[config.mk]
export PLATFORM = sky130hd
export DESIGN_NAME = regfile_write_arbiter
export DESIGN_NICKNAME = d
export VERILOG_FILES = /design/src/rtl/regfile_write_arbiter.sv
export SDC_FILE = /design/constraint.sdc
export NUM_CORES = 1
export LEC_CHECK = 0
export CORE_ASPECT_RATIO = 0.75
export CORE_MARGIN = 2
export CORE_UTILIZATION = 25
export CTS_BUF_LIST = sky130_fd_sc_hd__clkbuf_8
export CTS_CLUSTER_SIZE = 40
export DETAILED_ROUTE_END_ITERATION = 7
export GPL_ROUTABILITY_DRIVEN = 1
export PLACE_DENSITY = 0.84
export SYNTH_ARGS = -nofsm -noshare
export SYNTH_HDL_FRONTEND = slang
export SYNTH_SLANG_ARGS = --single-unit
[constraint.sdc]
create_clock -name clk -period 2.3 [get_ports clk]
set_input_delay 0.575 -clock clk [delete_from_list [all_inputs] [get_ports clk]]
set_output_delay 0.575 -clock clk [all_outputs]
set_load 0.02 [all_outputs]
[src/rtl/regfile_write_arbiter.sv]
// Write-port arbiter for the 32x32 register file: clear sweep > debug loader > CPU writeback.
// Register 0 is never written; the PC is stalled whenever the CPU loses the port.
module regfile_write_arbiter #(
  parameter int ADDR_W     = 5,
  parameter int DATA_W     = 32,
  parameter int FIRST_ADDR = 1,
  parameter int LAST_ADDR  = 31
) (
  input  logic              clk,
  input  logic              reset_n,
  input  logic              cpu_we,
  input  logic [ADDR_W-1:0] cpu_waddr,
  input  logic [DATA_W-1:0] cpu_wdata,
  input  logic              clr_req,
  output logic              clr_busy,
  output logic              clr_done,
  input  logic              dbg_valid,
  output logic              dbg_ready,
  input  logic [ADDR_W-1:0] dbg_addr,
  input  logic [DATA_W-1:0] dbg_data,
  output logic              rf_we,
  output logic [ADDR_W-1:0] rf_waddr,
  output logic [DATA_W-1:0] rf_wdata,
  output logic              cpu_stall
);

  localparam logic [ADDR_W-1:0] FIRST = ADDR_W'(FIRST_ADDR);
  localparam logic [ADDR_W-1:0] LAST  = ADDR_W'(LAST_ADDR);

  typedef enum logic {IDLE, CLEAR} state_t;

  typedef struct packed {
    logic              we;
    logic [ADDR_W-1:0] addr;
    logic [DATA_W-1:0] data;
  } wr_req_t;

  state_t            state, state_nxt;
  logic [ADDR_W-1:0] cnt, cnt_nxt;
  wr_req_t           sel;
  logic              stall, dbg_acc;

  always_ff @(posedge clk or negedge reset_n) begin
    if (!reset_n) begin
      state    <= IDLE;
      cnt      <= FIRST;
      clr_done <= 1'b0;
    end else begin
      state    <= state_nxt;
      cnt      <= cnt_nxt;
      clr_done <= (state == CLEAR) && (cnt == LAST);
    end
  end

  always_comb begin
    state_nxt = state;
    cnt_nxt   = cnt;
    sel       = '{we: cpu_we, addr: cpu_waddr, data: cpu_wdata};
    stall     = 1'b0;
    dbg_acc   = 1'b0;
    case (state)
      IDLE: begin
        // A sweep request in the same cycle wins over a pending debug write.
        if (clr_req) begin
          state_nxt = CLEAR;
          cnt_nxt   = FIRST;
        end else if (dbg_valid) begin
          dbg_acc = 1'b1;
          stall   = 1'b1;
          sel     = '{we: 1'b1, addr: dbg_addr, data: dbg_data};
        end
      end
      CLEAR: begin
        stall = 1'b1;
        sel   = '{we: 1'b1, addr: cnt, data: '0};
        if (cnt == LAST) state_nxt = IDLE;
        else             cnt_nxt   = cnt + ADDR_W'(1);
      end
      default: state_nxt = IDLE;
    endcase
  end

  // Outputs are gated by reset_n so nothing reaches the register file during reset.
  assign rf_we     = reset_n & sel.we & (|sel.addr);
  assign rf_waddr  = sel.addr;
  assign rf_wdata  = sel.data;
  assign dbg_ready = reset_n & dbg_acc;
  assign cpu_stall = reset_n & stall;
  assign clr_busy  = (state == CLEAR);

endmodule

======== Word-level counts from Yosys, hierarchy flattened ========
Cells that the tools add are included.
W data, S select, Z words.
storage, ports and cells
  register bits ........................... 7
  output and inout bits ................... 42
cells by class
  add/sub/neg operators ................... 1
  equal/unequal tests ..................... 3
  multiplexer cells ....................... 13
  bitwise gates (word level) .............. 5
  reductions and logical operators ........ 3
operators with widths
  cell                   count
  $mux W38               2
  $pmux W38 S2           1
  $mux W5                2
  $pmux W5 S2            1
  $add A5 B1 Y5 const B  1
  $eq A5 B5 Y1 const B   1
  $mux W1                5
  $reduce_or A5 Y1       1
  $and A1 B1 Y1          4
  $ne A2 B2 Y1 const B   2
  $pmux W1 S2            2
  $reduce_and A2 Y1      1
  $logic_and A1 B1 Y1    1
  $not A1 Y1             1

======== Depth between registers and ports, before layout ========
Gate-level depths: netlist (run 1).
  word-level depth ........................ 5
  depth in mapped cells ................... 7

======== Least setup slack after synthesis (run 1) ========
Ideal clock, no wire load.
  path kind ............................... input-to-output
  start ................................... input dbg_valid
  end ..................................... output rf_we
  data arrival time ....................... 1.892 ns
  required time ........................... 1.725 ns
  path slack .............................. -0.167 ns
  stages .................................. 5
  buffers on the path ..................... 1
  cell sequence ........................... nor2b_2 > buf_6 > o311ai_1 > or2_1 > o311a_1
between the ends
  longest elaborated chain between the ends .. 5
  elaborated cells between the ends (all ways) .. 6
  classes of those cells .................. 3 x mux; 2 x bitwise; 1 x reduce/logical
ends and longest elaborated chain
  what                   line  text
  start: declaration     17    input logic dbg_valid,
  $mux W38               67    end else if (dbg_valid) begin
  $mux W38               64    if (clr_req) begin
  $pmux W38 S2           61    case (state)
  named net rf_waddr[3]  22    output logic [ADDR_W-1:0] rf_waddr,
  $reduce_or A5 Y1       84    assign rf_we = reset_n & sel.we & (|sel.addr);
  $and A1 B1 Y1          84
  end: declaration       21    output logic rf_we,
The timed path passes the listed nets, and every way through them passes these cells.

======== Final worst setup path (run 1) ========
  start ................................... input clr_req
  end ..................................... output rf_we
between the ends
  longest elaborated chain between the ends .. 4
  elaborated cells between the ends (all ways) .. 5
  classes of those cells .................. 2 x mux; 2 x bitwise; 1 x reduce/logical
ends and longest elaborated chain
  what                                                      line  text
  start: declaration                                        14    input logic clr_req,
  $mux W38 *                                                64
  $pmux W38 S2 *                                            61
  $reduce_or A5 Y1 / $and A1 B1 Y1 (equally long branches)  84
  $and A1 B1 Y1 *                                           84
Every way passes the cells marked *; elsewhere a longest branch is shown, timed or not.

==> run_results.csv, run 1 <==
group,metric,value,unit
sta,hold_viol,0,
die,core-area,3290,sq um
cts,cts-buffers-inserted,3,
pwr,leakage,0.995,nW
cells_and_area,fillCellCount,258,
cts,cts_max_level,1,
route,via_per_inst,4.97,
grt,overflow,0,
cts,ctsHoldBuffers,0,
cells_and_area,area_growth_syn_to_layout,164,%
cts,tritoncts,"yes",
sta,final_max_slew_viol_count,0,
sta,finalCriticalPeriod,2390,ps
logic_synthesis,synth_edf_count,0,
logic_synthesis,seq_area_frac_synth,0.205,
cells_and_area,layout_common_cells,"clkdlybuf4s50_1 (72), a22o_1 (35), clkdlybuf4s15_2 (21)",
cells_and_area,num-nets-final,312,
cells_and_area,fin_area,2270,sq um
worst_setup_path,arrival,1820,ps
route,drc_errors,0,
place,dpl-instance-area,2210,sq um
outcome,status,"finished with violations",
cts,numClockSinks,7,
sta,rsz0062_at_grt,"true",
worst_setup_path,cp_data_required_time,1730,ps
logic_synthesis,syn-num-nets,177,
pwr,max-vdd-ir-drop,0.664,mV
worst_setup_path,crit_path_frequent_cell,"buf_6",
route,antenna_left,0,
place,port_buffers,120,
grt,track_usage,0.212,
logic_synthesis,ys_async_sr_fraction,1.00,
worst_setup_path,critPathMaxStageDelay,350,ps
die,ioPinCount,121,
die,die_w,71.8,um
logic_synthesis,synth_warnings,0,
logic_synthesis,postSynthAreaPerCell,8.98,sq um
cells_and_area,diodes,0,
route,vias,1342,
logic_synthesis,synth_ff_type,"dfrtp_1",
grt,grt_pass1_vias,1279,
worst_setup_path,worstSetupPathType,"in -> out",
route,drtPass1Iterations,4,
cts,root_buffer,"clkbuf_8",
sta,setup_viol,1,
sta,clock_skew,1.80,ps
cells_and_area,layout_commonest_cell,"clkdlybuf4s50_1",
route,drt_iter0_markers,49,
job,maxCapViolations,0,
place,dp.cells,263,
sta,setup_slack,-93.9,ps
die,fp.dieArea,3940,sq um
cts,cts_buffer_depth,2,
sta,final.period_utilization,1.04,
place,place_congestion,0.917,
grt,grt_max_degree,21,
route,route.detailed.wl_per_inst,17.6,um
worst_setup_path,cp_max_fo,6,
place,place_hpwl,3580,um
worst_setup_path,cp-end-kind,"primary output",
outcome,violations,"negative setup slack",
cells_and_area,instances_no_fill,270,
grt,antenna_found_initial,0,
die,floorplan.initialDensity,0.262,
sta,tightest_slew,251,ps
logic_synthesis,netlist_area,862,sq um
worst_setup_path,cpMaxStageDelayCell,"o311a_1",
logic_synthesis,yosys_register_bits,7,
sta,max-slew-margin-rel,0.832,
die,die_height,54.9,um
worst_setup_path,crit_chain,"buf_6 -> nor2b_4 -> buf_6 -> o311ai_4 -> or2_1 -> o311a_1 -> buf_6",
logic_synthesis,syn_inst,96,
die,fp-row-count,18,
cells_and_area,drive_above_1_share,0.317,
cts,cts.clk_slew.worst_paths,40,ps
pwr,p_per_area,674,nW/um^2
worst_setup_path,start_kind,"input port",
route,routed_wirelength,4740,um
worst_hold_path,hp-class,"reg -> reg",
sta,fmax,418,MHz
cts,clkLatencyLatePin,220,ps
logic_synthesis,yosys.cell_types.count,32,
grt,grt_pass1_wl,6390,um
[logic make-up (layout without fill, tap and decap cells)]
| group | after synthesis | after routing | synth area share |
|---|---|---|---|
| buf+inv | 12 | 146 | 0.0726 |
| mux | 4 | 4 | 0.0493 |
| fa+ha+maj | 2 | 2 | 0.0290 |
| simple gates | 25 | 25 | 0.176 |
| compound gates | 44 | 44 | 0.448 |
| flops | 7 | 7 | 0.205 |
| xor+xnor | 2 | 2 | 0.0203 |
[where the power goes]
group | switching, W | internal [W]
Combinational | 0.000520 | 0.000594
Sequential | 0.0000654 | 0.000186
Clock | 0.0000512 | 0.000115
Total | 0.000636 | 0.000895
[repair_timing]
action                     CTS  global route
setup endpoints to repair   40            32
setup buffers                1             0
gates resized for setup    147            17
pin swaps                    9             1
gates cloned                 1             1
[per-stage QoR]
stage,worst slack (ps),hold slack [ps],total power (W),utilization,TNS (ps)
floorplan,44.7,279,0.000811,-,0
global placement,-863,527,0.00136,0.672,-28820
detailed placement,-901,540,0.00138,0.672,-30330
CTS,-71.5,543,0.00153,0.707,-71.5
global route,-119,556,0.00162,0.691,-119
finish,-93.9,542,0.00153,0.691,-93.9
[area by class of cell]
type | instances | area [sq um] | area share
clock inverters | 1 | 3.75 | 0.00165
inverters | 2 | 7.51 | 0.00330
well taps | 40 | 50.0 | 0.0220
multi-input cells | 77 | 661 | 0.291
repair buffers | 140 | 1330 | 0.586
clock buffers | 3 | 41.3 | 0.0182
flip-flops and latches | 7 | 176 | 0.0776
[cells in the mapped netlist (2+ instances only)]
library cell  number  area share
nor2b_1            2       0.015
dfrtp_1            6        0.17
nand2b_1           3       0.022
inv_1              2      0.0087
a22o_1            35        0.36
o21ai_0            2       0.012
mux2_2             2       0.026
and2_1             2       0.015
and3_1             2       0.015
nor2_1             4       0.017
nand2_1            5       0.022
ha_1               2       0.029
xnor2_1            2       0.020
mux2i_1            2       0.023
buf_2              8       0.046
[worst max-delay path: cells and delay by family]
| family | cells | cell delay, ps |
|---|---|---|
| compound gates | 2 | 450 |
| simple gates | 2 | 420 |
| buf+inv | 3 | 380 |
[routing by layer]
| layer | up-vias | GRT usage | routed length (um) |
|---|---|---|---|
| met1 | 617 | 0.277 | 2030 |
| li1 | 651 | - | - |
| met4 | 0 | 0.0377 | 67 |
| met5 | - | 0 | 0 |
| met2 | 68 | 0.367 | 2280 |
| met3 | 6 | 0.0460 | 363 |
[worst paths after layout]
check                      startpoint  endpoint  slack [ps]  depth (start not counted)
setup / recovery              clr_req     rf_we         -90                          7
hold / removal                 cnt[0]    cnt[0]         540                          1
setup reg to reg               cnt[0]    cnt[4]         530                          5
hold reg to reg                cnt[0]    cnt[0]         540                          1
max in group asynchronous     reset_n    cnt[0]        1310                          2
min in group asynchronous     reset_n    cnt[4]         780                          2
[flip-flops by register name, summed over array words and instances, names as in the netlist]
name / cells
clr_busy: 1
cnt: 5
clr_done: 1
(Power assumes the default switching activity.)
==> inputs of run 2 (changes only) <==
CORE_MARGIN = 3   (was 2)
clock period = 2.85 ns   (was 2.3 ns; I/O delays follow)
==> run 2 against run 1 <==
Compared with the run above:
- critical path depth unchanged
- largest power group unchanged
- sequential power down 19%
- final area down 0.50%
- sequential share of layout area about the same
- core utilization up 3.7 points
- the run now ends clean
- sequential cell count unchanged
- via count up 5.1%
- total power down 19%
- worst hold slack worse by 81 ps
==> run_results.csv, run 2 (synthesis gave the netlist of run 1 again) <==
group,metric,value,unit
outcome,status,"finished clean",
sta,rsz0062_at_grt,"true",
worst_setup_path,arrival,2120,ps
worst_setup_path,crit_chain,"clkdlybuf4s50_1 -> and3b_1 -> a211oi_2 -> buf_4 -> buf_4 -> nor2_1 -> dlygate4sd2_1",
worst_setup_path,crit_path_end,"rf_waddr[1]",
route,routed_wirelength,4850,um
sta,clock_skew,3.44,ps
route,drt_iter0_markers,57,
sta,final_max_slew_viol_count,0,
cells_and_area,layout_commonest_cell,"clkdlybuf4s50_1",
sta,tns,0,ps
cells_and_area,layout_common_cells,"clkdlybuf4s50_1 (76), a22o_1 (35), dlygate4sd2_1 (20)",
sta,setup_slack,16.5,ps
pwr,p_comb_frac,0.724,
grt,track_usage,0.220,
pwr,swShare,0.419,
route,antenna_left,0,
pwr,p_per_area,549,nW/um^2
cts,ctsHoldBuffers,0,
cells_and_area,largest_reg_flops,5,
worst_setup_path,start_kind,"input port",
route,drtPass1Iterations,5,
place,dp_worst_setup_slack,-656,ps
die,ioPinCount,121,
grt,grt_pass1_wl,7220,um
sta,holdWs,461,ps
place,place_congestion,0.810,
route,drc_errors,0,
route,via_per_inst,5.24,
cts,cts_max_level,1,
sta,setup_viol,0,
cells_and_area,fillCellCount,256,
sta,finalCriticalPeriod,2830,ps
worst_setup_path,cp_data_required_time,2140,ps
worst_setup_path,critPathMaxStageDelay,480,ps
place,place_hpwl,3760,um
sta,max-slew-margin-rel,0.804,
cts,cts_buffer_depth,2,
worst_setup_path,worstReg2RegEnd,"cnt[1]",
route,vias,1410,
place,dp.cells,262,
worst_setup_path,cp_max_fo,2,
pwr,p_seq_frac,0.164,
worst_setup_path,crit_path_frequent_cell,"buf_4",
die,fp-row-count,17,
cells_and_area,fin_area,2260,sq um
cts,numClockSinks,7,
place,port_buffers,120,
worst_hold_path,hp-class,"in -> async",
cts,clkLatencyLatePin,230,ps
cells_and_area,drive_above_1_share,0.212,
die,fp.dieArea,4200,sq um
cells_and_area,area_growth_syn_to_layout,162,%
sta,fmax,353,MHz
pwr,switching_power,0.000520,W
cts,cts-buffers-inserted,3,
cells_and_area,instances_no_fill,269,
grt,overflow,0,
grt,grt_max_degree,34,
worst_setup_path,crit_path_start,"dbg_addr[1]",
route,route.detailed.wl_per_inst,18.0,um
die,core-area,3110,sq um
cts,root_buffer,"clkbuf_8",
die,die_height,56.9,um
sta,hold_viol,0,
worst_setup_path,r2r-start,"cnt[0]",
worst_setup_path,worstSetupPathType,"in -> out",
pwr,leakage,1.09,nW
grt,grt_pass1_vias,1441,
sta,tightest_slew,293,ps
pwr,internal_power,0.000721,W
worst_setup_path,cp-end-kind,"primary output",
pwr,p_clk_frac,0.113,
cells_and_area,diodes,0,
cells_and_area,num-nets-final,313,
grt,antenna_found_initial,0,
worst_setup_path,reg2reg_depth,5,
die,floorplan.initialDensity,0.278,
cts,tritoncts,"yes",
worst_setup_path,rrSetupSlack,990,ps
die,die_w,73.8,um
cts,cts.clk_slew.worst_paths,40,ps
pwr,max-vdd-ir-drop,0.705,mV
job,maxCapViolations,0,
cells_and_area,regMostFlops,"cnt",
place,dpl-instance-area,2220,sq um
sta,final.period_utilization,0.994,
worst_setup_path,cpMaxStageDelayCell,"clkdlybuf4s50_1",
[run 2: layout make-up]
cell class | instances | area (sq um) | share of cell area
multi-input combinational | 77 | 654 | 0.289
inverter | 2 | 7.51 | 0.00332
tap | 38 | 47.5 | 0.0210
timing repair buffer | 141 | 1330 | 0.588
clock buffer | 3 | 41.3 | 0.0183
sequential | 7 | 176 | 0.0780
clock inverter | 1 | 3.75 | 0.00166
[run 2: through the flow]
stage                     total power, W  utilization
after floorplan                 0.000648            -
after global placement           0.00109        0.714
after detailed placement         0.00111        0.714
after CTS                        0.00122        0.738
after global routing             0.00132        0.728
final                            0.00124        0.728
[run 2: timing repair]
item	CTS	global route
resized for setup	84	21
pin swaps	2	3
endpoints found under the setup margin	40	34
cloned	1	0
setup buffers	1	1
[run 2: metal layers]
layer,part of all wire,GRT usage,wire [um],up-vias
met3,0.093,0.0537,450,10
met2,0.48,0.378,2340,84
met4,0.017,0.0465,84,0
met5,0,0,0,-
li1,-,-,-,654
met1,0.41,0.275,1970,662
[run 2: worst min-delay path by stage]
stage	end	start
2_1_floorplan	clr_busy	reset_n
3_3_place_gp	cnt[0]	cnt[0]
3_5_place_dp	cnt[0]	cnt[0]
4_1_cts	cnt[2]	reset_n
5_1_grt	cnt[2]	reset_n
6_report	cnt[2]	reset_n
[run 2: worst max-delay path, delay by kind of cell]
family	cells	cell delay (ps)
compound gates	1	50
buf+inv	4	1090
simple gates	2	280
[run 2: power by group through the flow]
stage          sequential [W]  combinational [W]  clock, W
2_1_floorplan        0.000193           0.000455         0
3_3_place_gp         0.000196           0.000892         0
3_5_place_dp         0.000200           0.000909         0
4_1_cts              0.000200           0.000877  0.000143
5_1_grt              0.000208           0.000960  0.000155
6_report             0.000203           0.000898  0.000140
